## src/rtl/fraise_posterior_accumulator_pkg.sv

```systemverilog
// Shared types and result-word layout for the posterior accumulator.
package fraise_pkg;

   typedef enum logic [1:0] {
      IDLE,
      ACCUM,
      ARGMAX,
      DRAIN
   } acc_state_e;

   localparam int RESULT_LAST_BIT = 31;
   localparam int RESULT_IDX_LSB  = 16;

endpackage

```

## src/rtl/fraise_posterior_accumulator_if.sv

```systemverilog
// Sample-in / result-out signal bundle; master is the environment, slave is the accumulator.
interface fraise_posterior_accumulator_if #(
   parameter int MatrixSize = 4,
   parameter int DataWidth  = 32
) ();

   logic                  start;
   logic                  sample_valid;
   logic [MatrixSize-1:0] bit_out;
   logic                  busy;
   logic                  result_valid;
   logic                  result_ready;
   logic [DataWidth-1:0]  result_data;
   logic                  result_last;

   modport master (
      output start, sample_valid, bit_out, result_ready,
      input  busy, result_valid, result_data, result_last
   );

   modport slave (
      input  start, sample_valid, bit_out, result_ready,
      output busy, result_valid, result_data, result_last
   );

endinterface

```

## src/rtl/fraise_sat_counter.sv

```systemverilog
// Per-line ones counter: synchronous clear, increments stick at the all-ones value.
module fraise_sat_counter #(
   parameter int CountWidth = 8
) (
   input  logic                  clk_i,
   input  logic                  reset_i,
   input  logic                  clear_i,
   input  logic                  inc_i,
   output logic [CountWidth-1:0] count_o
);

   localparam logic [CountWidth-1:0] CountMax = '1;

   logic [CountWidth-1:0] count_q;
   logic [CountWidth-1:0] count_d;

   always_comb begin
      count_d = count_q;
      if (clear_i) begin
         count_d = '0;
      end else if (inc_i && (count_q != CountMax)) begin
         count_d = count_q + CountWidth'(1);
      end
   end

   always_ff @(posedge clk_i) begin
      if (reset_i) begin
         count_q <= '0;
      end else begin
         count_q <= count_d;
      end
   end

   assign count_o = count_q;

endmodule

```

## src/rtl/fraise_posterior_accumulator.sv

```systemverilog
// Counts stochastic ones per matrix line over an inference window, picks the argmax line and
// streams the counts plus a winner word out over a valid/ready handshake.
module fraise_posterior_accumulator
   import fraise_pkg::*;
#(
   parameter int MatrixSize = 4,
   parameter int CountWidth = 8,
   parameter int NbrSamples = 255,
   parameter int DataWidth  = 32
) (
   input logic                           clk_i,
   input logic                           reset_i,
   fraise_posterior_accumulator_if.slave acc_bus
);

   localparam int IdxWidth = (MatrixSize > 1) ? $clog2(MatrixSize) : 1;
   localparam int SmpWidth = $clog2(NbrSamples + 1);
   localparam logic [SmpWidth-1:0] LastSample = SmpWidth'(NbrSamples - 1);
   localparam logic [IdxWidth-1:0] LastLine   = IdxWidth'(MatrixSize - 1);

   if ((DataWidth < CountWidth + RESULT_IDX_LSB) || (DataWidth <= RESULT_LAST_BIT)) begin : g_width_check
      $error("fraise_posterior_accumulator: DataWidth too narrow for the result word");
   end

   acc_state_e             state_q, state_d;
   logic [SmpWidth-1:0]    sample_cnt_q, sample_cnt_d;
   logic [IdxWidth-1:0]    arg_idx_q, arg_idx_d;
   logic [IdxWidth-1:0]    drain_idx_q, drain_idx_d;
   logic [IdxWidth-1:0]    winner_q, winner_d;
   logic                   busy_q, busy_d;
   logic                   valid_q, valid_d;
   logic [DataWidth-1:0]   data_q, data_d;
   logic                   last_q, last_d;

   logic [CountWidth-1:0]  count [MatrixSize];
   logic                   counters_clear;
   logic                   sample_accept;
   logic [IdxWidth-1:0]    drain_next;

   assign sample_accept = (state_q == ACCUM) && acc_bus.sample_valid;
   assign drain_next    = drain_idx_q + IdxWidth'(1);

   for (genvar gi = 0; gi < MatrixSize; gi++) begin : g_line
      fraise_sat_counter #(
         .CountWidth(CountWidth)
      ) u_counter (
         .clk_i   (clk_i),
         .reset_i (reset_i),
         .clear_i (counters_clear),
         .inc_i   (sample_accept && acc_bus.bit_out[gi]),
         .count_o (count[gi])
      );
   end

   function automatic logic [DataWidth-1:0] line_word(input logic [IdxWidth-1:0]   idx,
                                                      input logic [CountWidth-1:0] cnt);
      logic [DataWidth-1:0] w;
      w = '0;
      w[RESULT_IDX_LSB +: 16] = 16'(idx);
      w[CountWidth-1:0]       = cnt;
      return w;
   endfunction

   function automatic logic [DataWidth-1:0] winner_word(input logic [IdxWidth-1:0]   idx,
                                                        input logic [CountWidth-1:0] cnt);
      logic [DataWidth-1:0] w;
      w = '0;
      w[RESULT_LAST_BIT]              = 1'b1;
      w[RESULT_IDX_LSB +: CountWidth] = cnt;
      w[15:0]                         = 16'(idx);
      return w;
   endfunction

   always_comb begin
      state_d        = state_q;
      sample_cnt_d   = sample_cnt_q;
      arg_idx_d      = arg_idx_q;
      drain_idx_d    = drain_idx_q;
      winner_d       = winner_q;
      busy_d         = busy_q;
      valid_d        = valid_q;
      data_d         = data_q;
      last_d         = last_q;
      counters_clear = 1'b0;

      case (state_q)
         IDLE: begin
            if (acc_bus.start) begin
               counters_clear = 1'b1;
               sample_cnt_d   = '0;
               busy_d         = 1'b1;
               state_d        = ACCUM;
            end
         end
         ACCUM: begin
            if (acc_bus.sample_valid) begin
               sample_cnt_d = sample_cnt_q + SmpWidth'(1);
               if (sample_cnt_q == LastSample) begin
                  arg_idx_d = '0;
                  winner_d  = '0;
                  state_d   = ARGMAX;
               end
            end
         end
         ARGMAX: begin
            // Strictly-greater update keeps the lowest index on ties.
            if (count[arg_idx_q] > count[winner_q]) begin
               winner_d = arg_idx_q;
            end
            if (arg_idx_q == LastLine) begin
               drain_idx_d = '0;
               valid_d     = 1'b1;
               last_d      = 1'b0;
               data_d      = line_word('0, count[0]);
               state_d     = DRAIN;
            end else begin
               arg_idx_d = arg_idx_q + IdxWidth'(1);
            end
         end
         DRAIN: begin
            if (valid_q && acc_bus.result_ready) begin
               if (last_q) begin
                  busy_d  = 1'b0;
                  valid_d = 1'b0;
                  data_d  = '0;
                  last_d  = 1'b0;
                  state_d = IDLE;
               end else if (drain_idx_q == LastLine) begin
                  data_d = winner_word(winner_q, count[winner_q]);
                  last_d = 1'b1;
               end else begin
                  drain_idx_d = drain_next;
                  data_d      = line_word(drain_next, count[drain_next]);
               end
            end
         end
         default: begin
            state_d = IDLE;
         end
      endcase
   end

   always_ff @(posedge clk_i) begin
      if (reset_i) begin
         state_q      <= IDLE;
         sample_cnt_q <= '0;
         arg_idx_q    <= '0;
         drain_idx_q  <= '0;
         winner_q     <= '0;
         busy_q       <= 1'b0;
         valid_q      <= 1'b0;
         data_q       <= '0;
         last_q       <= 1'b0;
      end else begin
         state_q      <= state_d;
         sample_cnt_q <= sample_cnt_d;
         arg_idx_q    <= arg_idx_d;
         drain_idx_q  <= drain_idx_d;
         winner_q     <= winner_d;
         busy_q       <= busy_d;
         valid_q      <= valid_d;
         data_q       <= data_d;
         last_q       <= last_d;
      end
   end

   assign acc_bus.busy         = busy_q;
   assign acc_bus.result_valid = valid_q;
   assign acc_bus.result_data  = data_q;
   assign acc_bus.result_last  = last_q;

endmodule
```

## src/flat_wrapper.sv

```systemverilog
// flat-port wrapper written by rule: the top's interface ports become plain ports
module fraise_posterior_accumulator_flat import fraise_pkg::*;
#(
   parameter int MatrixSize = 4,
   parameter int CountWidth = 8,
   parameter int NbrSamples = 255,
   parameter int DataWidth  = 32
)
  (clk_i, reset_i, acc_bus_start, acc_bus_sample_valid, acc_bus_bit_out, acc_bus_result_ready, acc_bus_busy, acc_bus_result_valid, acc_bus_result_data, acc_bus_result_last);
  fraise_posterior_accumulator_if #(.MatrixSize(MatrixSize), .DataWidth(DataWidth)) acc_bus_i ();
  input logic clk_i;
  input logic reset_i;
  input wire logic [$bits(acc_bus_i.start)-1:0] acc_bus_start;
  input wire logic [$bits(acc_bus_i.sample_valid)-1:0] acc_bus_sample_valid;
  input wire logic [$bits(acc_bus_i.bit_out)-1:0] acc_bus_bit_out;
  input wire logic [$bits(acc_bus_i.result_ready)-1:0] acc_bus_result_ready;
  output wire logic [$bits(acc_bus_i.busy)-1:0] acc_bus_busy;
  output wire logic [$bits(acc_bus_i.result_valid)-1:0] acc_bus_result_valid;
  output wire logic [$bits(acc_bus_i.result_data)-1:0] acc_bus_result_data;
  output wire logic [$bits(acc_bus_i.result_last)-1:0] acc_bus_result_last;
  assign acc_bus_i.start = acc_bus_start;
  assign acc_bus_i.sample_valid = acc_bus_sample_valid;
  assign acc_bus_i.bit_out = acc_bus_bit_out;
  assign acc_bus_i.result_ready = acc_bus_result_ready;
  assign acc_bus_busy = acc_bus_i.busy;
  assign acc_bus_result_valid = acc_bus_i.result_valid;
  assign acc_bus_result_data = acc_bus_i.result_data;
  assign acc_bus_result_last = acc_bus_i.result_last;
  fraise_posterior_accumulator #(.MatrixSize(MatrixSize), .CountWidth(CountWidth), .NbrSamples(NbrSamples), .DataWidth(DataWidth)) u_core (.clk_i(clk_i), .reset_i(reset_i), .acc_bus(acc_bus_i));
endmodule
```

## config.mk

```make
export PLATFORM = sky130hd
export DESIGN_NAME = fraise_posterior_accumulator_flat
export DESIGN_NICKNAME = d
export VERILOG_FILES = /design/src/rtl/fraise_posterior_accumulator_pkg.sv /design/src/rtl/fraise_posterior_accumulator_if.sv /design/src/rtl/fraise_sat_counter.sv /design/src/rtl/fraise_posterior_accumulator.sv /design/src/flat_wrapper.sv
export SDC_FILE = /design/constraint.sdc
export NUM_CORES = 1
export LEC_CHECK = 0
export ABC_AREA = 1
export CORE_ASPECT_RATIO = 0.8
export CORE_MARGIN = 5
export CORE_UTILIZATION = 55
export DETAILED_ROUTE_END_ITERATION = 16
export GPL_ROUTABILITY_DRIVEN = 0
export PLACE_DENSITY = 0.78
export SLEW_MARGIN = 20
export SYNTH_ARGS = -nofsm -noshare
export SYNTH_HDL_FRONTEND = slang
export SYNTH_SLANG_ARGS = --single-unit
```

## constraint.sdc

```tcl
create_clock -name clk_i -period 2.9 [get_ports clk_i]
set_clock_uncertainty 0.2 [all_clocks]
set_input_delay 0.58 -clock clk_i [delete_from_list [all_inputs] [get_ports clk_i]]
set_output_delay 0.58 -clock clk_i [all_outputs]
set_load 0.05 [all_outputs]
```

==> results.cfg, run 1 <==
[cts]
clock_path_buffers = 2
clk_pin_slew_worst_paths_ns = 0.07
ctsHtreeMaxLevel = 3
root_buffer = clkbuf_8
cts_hold_buf = 0
worstSkewPairLatency_ns = 0.35
cts.sinks = 67
post_cts_buffers = 0
cts_tree = done
cts_resized = 0
cts_buffers = 9

[final_layout]
nets = 709
diodes = 0
area_growth_pct = 11.2
layout.cells.non_filler = 789
drive_above_1_share_pct = 5.12
fill_cells = 693

[detailed_routing]
wl_met2_mm = 4.67
wl_per_cell_um = 14.5
vias_per_cell = 5.55
routed_wl_mm = 11.4
drtIter0Drc = 458
wl_met3_mm = 1.11
top_layer = met4
dr.pass1.iters = 7
num_vias = 4376
drc = 0
met1_length_mm = 5.26
drtAntennaViolNets = 0

[logic_synthesis]
synth_edf_count = 0
synthArstFlopShare_pct = 0
synth-main-ff-cell = dfxtp_1
synthTopCellsByCount = nand2_1, a21oi_1, inv_1
yosysTopAreaCellShare_pct = 31.7
yosysUniqueCellTypes = 37
synth_area_leaders = dfxtp_1, a21oi_1, nand2_1
synth_warnings = 0
yosys.area.top_type = dfxtp_1
syn_area_um2 = 4240
synth.most_common_cell = nand2_1
ys_seq_area_share_pct = 31.7
ys_ff_latch = 67
syn_area_per_cell_um2 = 6.49
post_synth_inst_count = 653

[sta]
fin_crit_sh_pct = 91.4
hold_viol_final = 0
tns_ns = 0
layout_min_cycle_time_ns = 2.65
tightest_slew_ns = 0.654
slew_headroom_pct = 55.9
rsz0062_at_grt = no
max_freq_mhz = 377
setup_viol = 0
fin_ws_ns = 0.250
final_max_slew_viol_count = 0

[global_routing]
track_usage_pct = 24.4
grt.overflow.total = 0
grt_pass1_wl_mm = 18.7
antenna_found_initial = 0
grt_max_degree = 23
grt_pass1_vias = 3951

[critical_path]
critPathCaptureType = register
worstPathRequired_ns = 2.94
cp_max_fo = 13
crit_arrival_ns = 2.69
worstSetupPathType = register to register
crit_path_start_kind = register
r2r_cells = 12

[power_and_ir_drop]
p_int_mw = 1.70
power.share.clock_pct = 22.6
switching_share_pct = 44.2
seqPwrFrac_pct = 34.8
power_leakage_nw = 1.82
vdd_drop_max_mv = 0.535
power_density_nw_per_um2 = 645
p_sw_mw = 1.34
combPwrFrac_pct = 42.7

[floorplan]
die_h_um = 88.5
start_util_pct = 56.8
io_pins = 44
die_w_um = 108
die_area_um2 = 9570
core_area_um2 = 7460
num_rows = 28

[job]
cap_viol_max_count = 0

[place]
hpwl_mm = 8.50
place_inst = 774
port_buffers = 28
pre_cts_ws_ns = 0.328

[hold_path]
hold_depth = 2
hp-class = register to register

[status]
status = finished, final reports clean
==> sequential cells by signal, summed over array words and instances, names as in the netlist <==
register,cells
u_core.acc_bus.busy,1
u_core.acc_bus.result_data,16
u_core.acc_bus.result_last,1
u_core.acc_bus.result_valid,1
u_core.arg_idx_q,2
u_core.drain_idx_q,2
u_core.g_line.u_counter.count_o,32
u_core.sample_cnt_q,8
u_core.state_q,2
u_core.winner_q,2
==> final timing paths <==
| check | slack, ns | to | from |
|---|---|---|---|
| worst min-delay path | 0.27 | u_core.acc_bus.result_data[20]$_SDFFE_PP0P_ | u_core.acc_bus.result_data[20]$_SDFFE_PP0P_ |
| worst min register to register | 0.27 | u_core.acc_bus.result_data[20]$_SDFFE_PP0P_ | u_core.acc_bus.result_data[20]$_SDFFE_PP0P_ |
| worst max register to register | 0.25 | u_core.winner_q[1]$_SDFFE_PP0P_ | u_core.winner_q[0]$_SDFFE_PP0P_ |
| worst max-delay path | 0.25 | u_core.winner_q[1]$_SDFFE_PP0P_ | u_core.winner_q[0]$_SDFFE_PP0P_ |
==> critical path: stages (launching register included) <==
cell,delay [ns]
dfxtp_1,0.43
inv_1,0.37
nand2_1,0.10
a32oi_1,0.32
inv_1,0.09
ha_1,0.32
a21o_1,0.18
nor2_1,0.09
nand2_1,0.06
nand2_1,0.06
nand2_1,0.10
a21oi_1,0.16
nor2_1,0.06
==> layout make-up <==
class / instances / area (um^2) / share of cell area [%]
clock buffers: 11 / 141 / 3.00
well taps: 105 / 131 / 2.79
inverters: 86 / 325 / 6.90
flip-flops and latches: 67 / 1340 / 28.5
repair buffers: 37 / 348 / 7.38
clock inverters: 4 / 27.5 / 0.584
multi-input cells: 479 / 2400 / 50.9
==> power by group through the flow <==
stage	Sequential (mW)	Clock [mW]	Combinational [mW]
2_1_floorplan	1.13	0	0.929
3_3_place_gp	1.07	0	1.23
3_5_place_dp	1.07	0	1.26
4_1_cts	1.05	0.696	1.27
5_1_grt	1.06	0.740	1.44
6_report	1.06	0.686	1.30
==> layer usage <==
layer / vias up / GRT usage [%]
li1: 2178 / -
met3: 44 / 6.05
met5: - / 0
met1: 1929 / 33.3
met4: 0 / 9.52
met2: 225 / 37.5
==> per-stage QoR <==
stage	utilization [%]	hold WS, ns	power [mW]	area (um^2)
detailed placement	60.9	0.259	2.34	4540
global route	63.1	0.282	3.24	4710
global placement	60.9	0.252	2.30	4540
floorplan	-	0.243	2.06	4290
finish	63.1	0.267	3.04	4710
CTS	63.1	0.269	3.02	4710
==> layout by cell type (no fill, tap or decap), drive strengths merged, types with 2 or more instances in the layout <==
cell,Yosys,routed
clkbuf,13,11
inv,86,86
dfxtp,67,67
nand3,16,16
nand2,158,158
ha,20,20
a32oi,6,6
clkdlybuf4s50,0,28
o31ai,3,3
conb,1,15
a21oi,118,118
clkinvlp,0,3
xor2,5,5
or2,2,2
nand4,11,11
o21ai,60,60
nor2,44,44
buf,22,9
nor3,12,12
==> cells by family after synthesis <==
kind of cell    after synthesis  synth area share (%)
fa+ha+maj                    20                  5.90
xor+xnor                      6                  1.24
buf+inv                     121                  13.0
simple gates                245                  24.0
other cells                   1                0.0885
compound gates              193                  24.1
flops                        67                  31.7
No activity file was read; power rests on OpenSTA's default activity.
==> inputs of run 2 (changes only) <==
--- a/config.mk
+++ b/config.mk
@@ -8,10 +8,10 @@
 export ABC_AREA = 1
 export CORE_ASPECT_RATIO = 0.8
 export CORE_MARGIN = 5
-export CORE_UTILIZATION = 55
+export CORE_UTILIZATION = 52
 export DETAILED_ROUTE_END_ITERATION = 16
 export GPL_ROUTABILITY_DRIVEN = 0
-export PLACE_DENSITY = 0.78
+export PLACE_DENSITY = 0.77
 export SLEW_MARGIN = 20
 export SYNTH_ARGS = -nofsm -noshare
 export SYNTH_HDL_FRONTEND = slang
==> constraint.sdc (replaced) <==
create_clock -name clk_i -period 2.2 [get_ports clk_i]
set_clock_uncertainty 0.2 [all_clocks]
set_input_delay 0.44 -clock clk_i [delete_from_list [all_inputs] [get_ports clk_i]]
set_output_delay 0.44 -clock clk_i [all_outputs]
set_load 0.05 [all_outputs]
==> results.cfg, run 2 (synthesis results as in run 1) <==
[power_and_ir_drop]
vdd_drop_max_mv = 0.834
seqPwrFrac_pct = 30.5
power_density_nw_per_um2 = 845
power_leakage_nw = 2.25
p_int_mw = 2.59
p_sw_mw = 1.98
switching_share_pct = 43.4
power.share.clock_pct = 20.4
combPwrFrac_pct = 49.2

[final_layout]
area_growth_pct = 27.8
final_common_cell = nand2_1
drive_above_1_share_pct = 20.3
fin_util_pct = 68.2
layout.cells.non_filler = 856
nets = 772
largest_reg_flops = 32
mostFrequentLayoutCells = nand2_1, a21oi_1, inv_1
diodes = 0

[hold_path]
hold_start = u_core.drain_idx_q[1]$_SDFFE_PP0P_
hp-class = register to register
whs_endpoint = u_core.drain_idx_q[1]$_SDFFE_PP0P_
hold_depth = 2

[place]
place_inst = 832
pre_cts_ws_ns = -0.147
hpwl_mm = 9.58
port_buffers = 28

[cts]
root_buffer = clkbuf_8
worstSkewPairLatency_ns = 0.37
clk_pin_slew_worst_paths_ns = 0.08
cts_buffers = 9
cts.sinks = 67
ctsHtreeMaxLevel = 3
clock_path_buffers = 2
cts_tree = done

[critical_path]
worstSetupPathType = register to output pin
crit_buf_inv = 1
critPathCaptureType = output pin
crit_arrival_ns = 1.56
worstPathRequired_ns = 1.56
r2r-end = u_core.winner_q[0]$_SDFFE_PP0P_
r2r-start = u_core.winner_q[0]$_SDFFE_PP0P_
cp_cell_sequence = clkdlybuf4s50_1
cp_top_family = buffers and inverters
cp_slowest_cell = clkdlybuf4s50_1
r2r_cells = 14
r2r_slack_ns = 0.02
max_stage_delay_ns = 0.82
cp_max_fo = 2
crit_path_start_kind = register

[global_routing]
antenna_found_initial = 0
grt_pass1_vias = 4170
met1_usage_pct = 34.1
top_usage_layer = met2
grt.overflow.total = 0
track_usage_pct = 24.4
grt_pass1_wl_mm = 20.0
grt_max_degree = 23
use_met3_pct = 5.29
gr-usage-met2_pct = 36.1

[sta]
setup_viol = 1
max_freq_mhz = 454
rsz0062_at_grt = yes
tightest_slew_ns = 0.525
fin_ws_ns = -0.00211
layout_min_cycle_time_ns = 2.20
final_max_slew_viol_count = 0
slew_headroom_pct = 65.0
hold_viol_final = 0
fin_crit_sh_pct = 100

[detailed_routing]
vias_per_cell = 5.49
wl_per_cell_um = 14.9
num_vias = 4702
drtAntennaViolNets = 0
drtIter0Drc = 469
routed_wl_mm = 12.7
drc = 0
dr.pass1.iters = 5

[floorplan]
io_pins = 44
die_area_um2 = 10100
core_area_um2 = 7950
die_w_um = 111
die_h_um = 90.7
start_util_pct = 53.3
num_rows = 29

[job]
cap_viol_max_count = 0

[status]
violations = negative setup slack
status = complete, but fails checks
## run 2: cell types whose count changed in the layout (fill, tap and decap cells not counted), sizes merged
cell / delta
dlymetal6s2s: +5
clkinvlp: -1
buf: +64
clkinv: +2
clkdlybuf4s50: -7
clkbuf: +1
## run 2: through the flow
step	cell area, um^2	TNS [ns]	power [mW]	hold WS, ns
2_1_floorplan	4290	0	2.72	0.243
3_3_place_gp	4970	-0.832	3.29	0.258
3_5_place_dp	4970	-1.45	3.34	0.264
4_1_cts	5180	0	4.33	0.277
5_1_grt	5420	-0.230	4.85	0.304
6_report	5420	-0.00211	4.58	0.273
## run 2: worst max-delay path by stage
stage,startpoint,endpoint,slack (ns),depth (start not counted)
final,u_core.acc_bus.result_data[23]$_SDFFE_PP0P_,acc_bus_result_data[23],-0.002,1
after CTS,u_core.winner_q[0]$_SDFFE_PP0P_,u_core.winner_q[0]$_SDFFE_PP0P_,0.004,16
after global placement,acc_bus_sample_valid,u_core.g_line[3].u_counter.count_o[7]$_SDFFE_PP0P_,-0.08,7
after floorplan,u_core.winner_q[0]$_SDFFE_PP0P_,u_core.winner_q[0]$_SDFFE_PP0P_,0.01,13
after global routing,u_core.winner_q[0]$_SDFFE_PP0P_,u_core.winner_q[0]$_SDFFE_PP0P_,-0.10,15
after detailed placement,acc_bus_sample_valid,u_core.sample_cnt_q[7]$_SDFFE_PP0P_,-0.15,10
## run 2: final cells by class
class | instances | area, um^2
timing repair buffer | 99 | 840
inverter | 86 | 335
clock inverter | 4 | 26.3
clock buffer | 12 | 145
sequential | 67 | 1360
tap | 108 | 135
fill | 642 | 2530
multi-input combinational | 479 | 2570
timing repair inverter | 1 | 7.51
## run 2: power groups by stage
stage                     clock network (mW)  logic [mW]  registers [mW]
final                                  0.931        2.25            1.40
after global placement                     0        1.90            1.39
after CTS                              0.946        2.01            1.37
after detailed placement                   0        1.95            1.39
after floorplan                            0        1.22            1.49
after global routing                   0.988        2.46            1.40
## run 2: repair_timing
action,4_1_cts,5_1_grt
endpoints found under the setup margin,2,35
gates resized for setup,13,62
buffers inserted,0,7
pin swaps,0,16
hold buffers,0,0
gates cloned,0,2
hold endpoints to repair,0,0
## run 2: routing by layer
| metal | routed length (um) | up-vias |
|---|---|---|
| li1 | - | 2313 |
| met1 | 5700 | 2115 |
| met2 | 5500 | 245 |
| met3 | 1210 | 29 |
| met4 | 328 | 0 |
| met5 | 0 | - |
==> inputs of run 3 (changes only) <==
--- a/config.mk
+++ b/config.mk
@@ -12,7 +12,7 @@
 export DETAILED_ROUTE_END_ITERATION = 16
 export GPL_ROUTABILITY_DRIVEN = 0
 export PLACE_DENSITY = 0.77
-export SLEW_MARGIN = 20
+export SLEW_MARGIN = 30
 export SYNTH_ARGS = -nofsm -noshare
 export SYNTH_HDL_FRONTEND = slang
 export SYNTH_SLANG_ARGS = --single-unit
==> results of run 3 <==
Same layout as run 2: the final DEF is identical, and so are final timing and power.
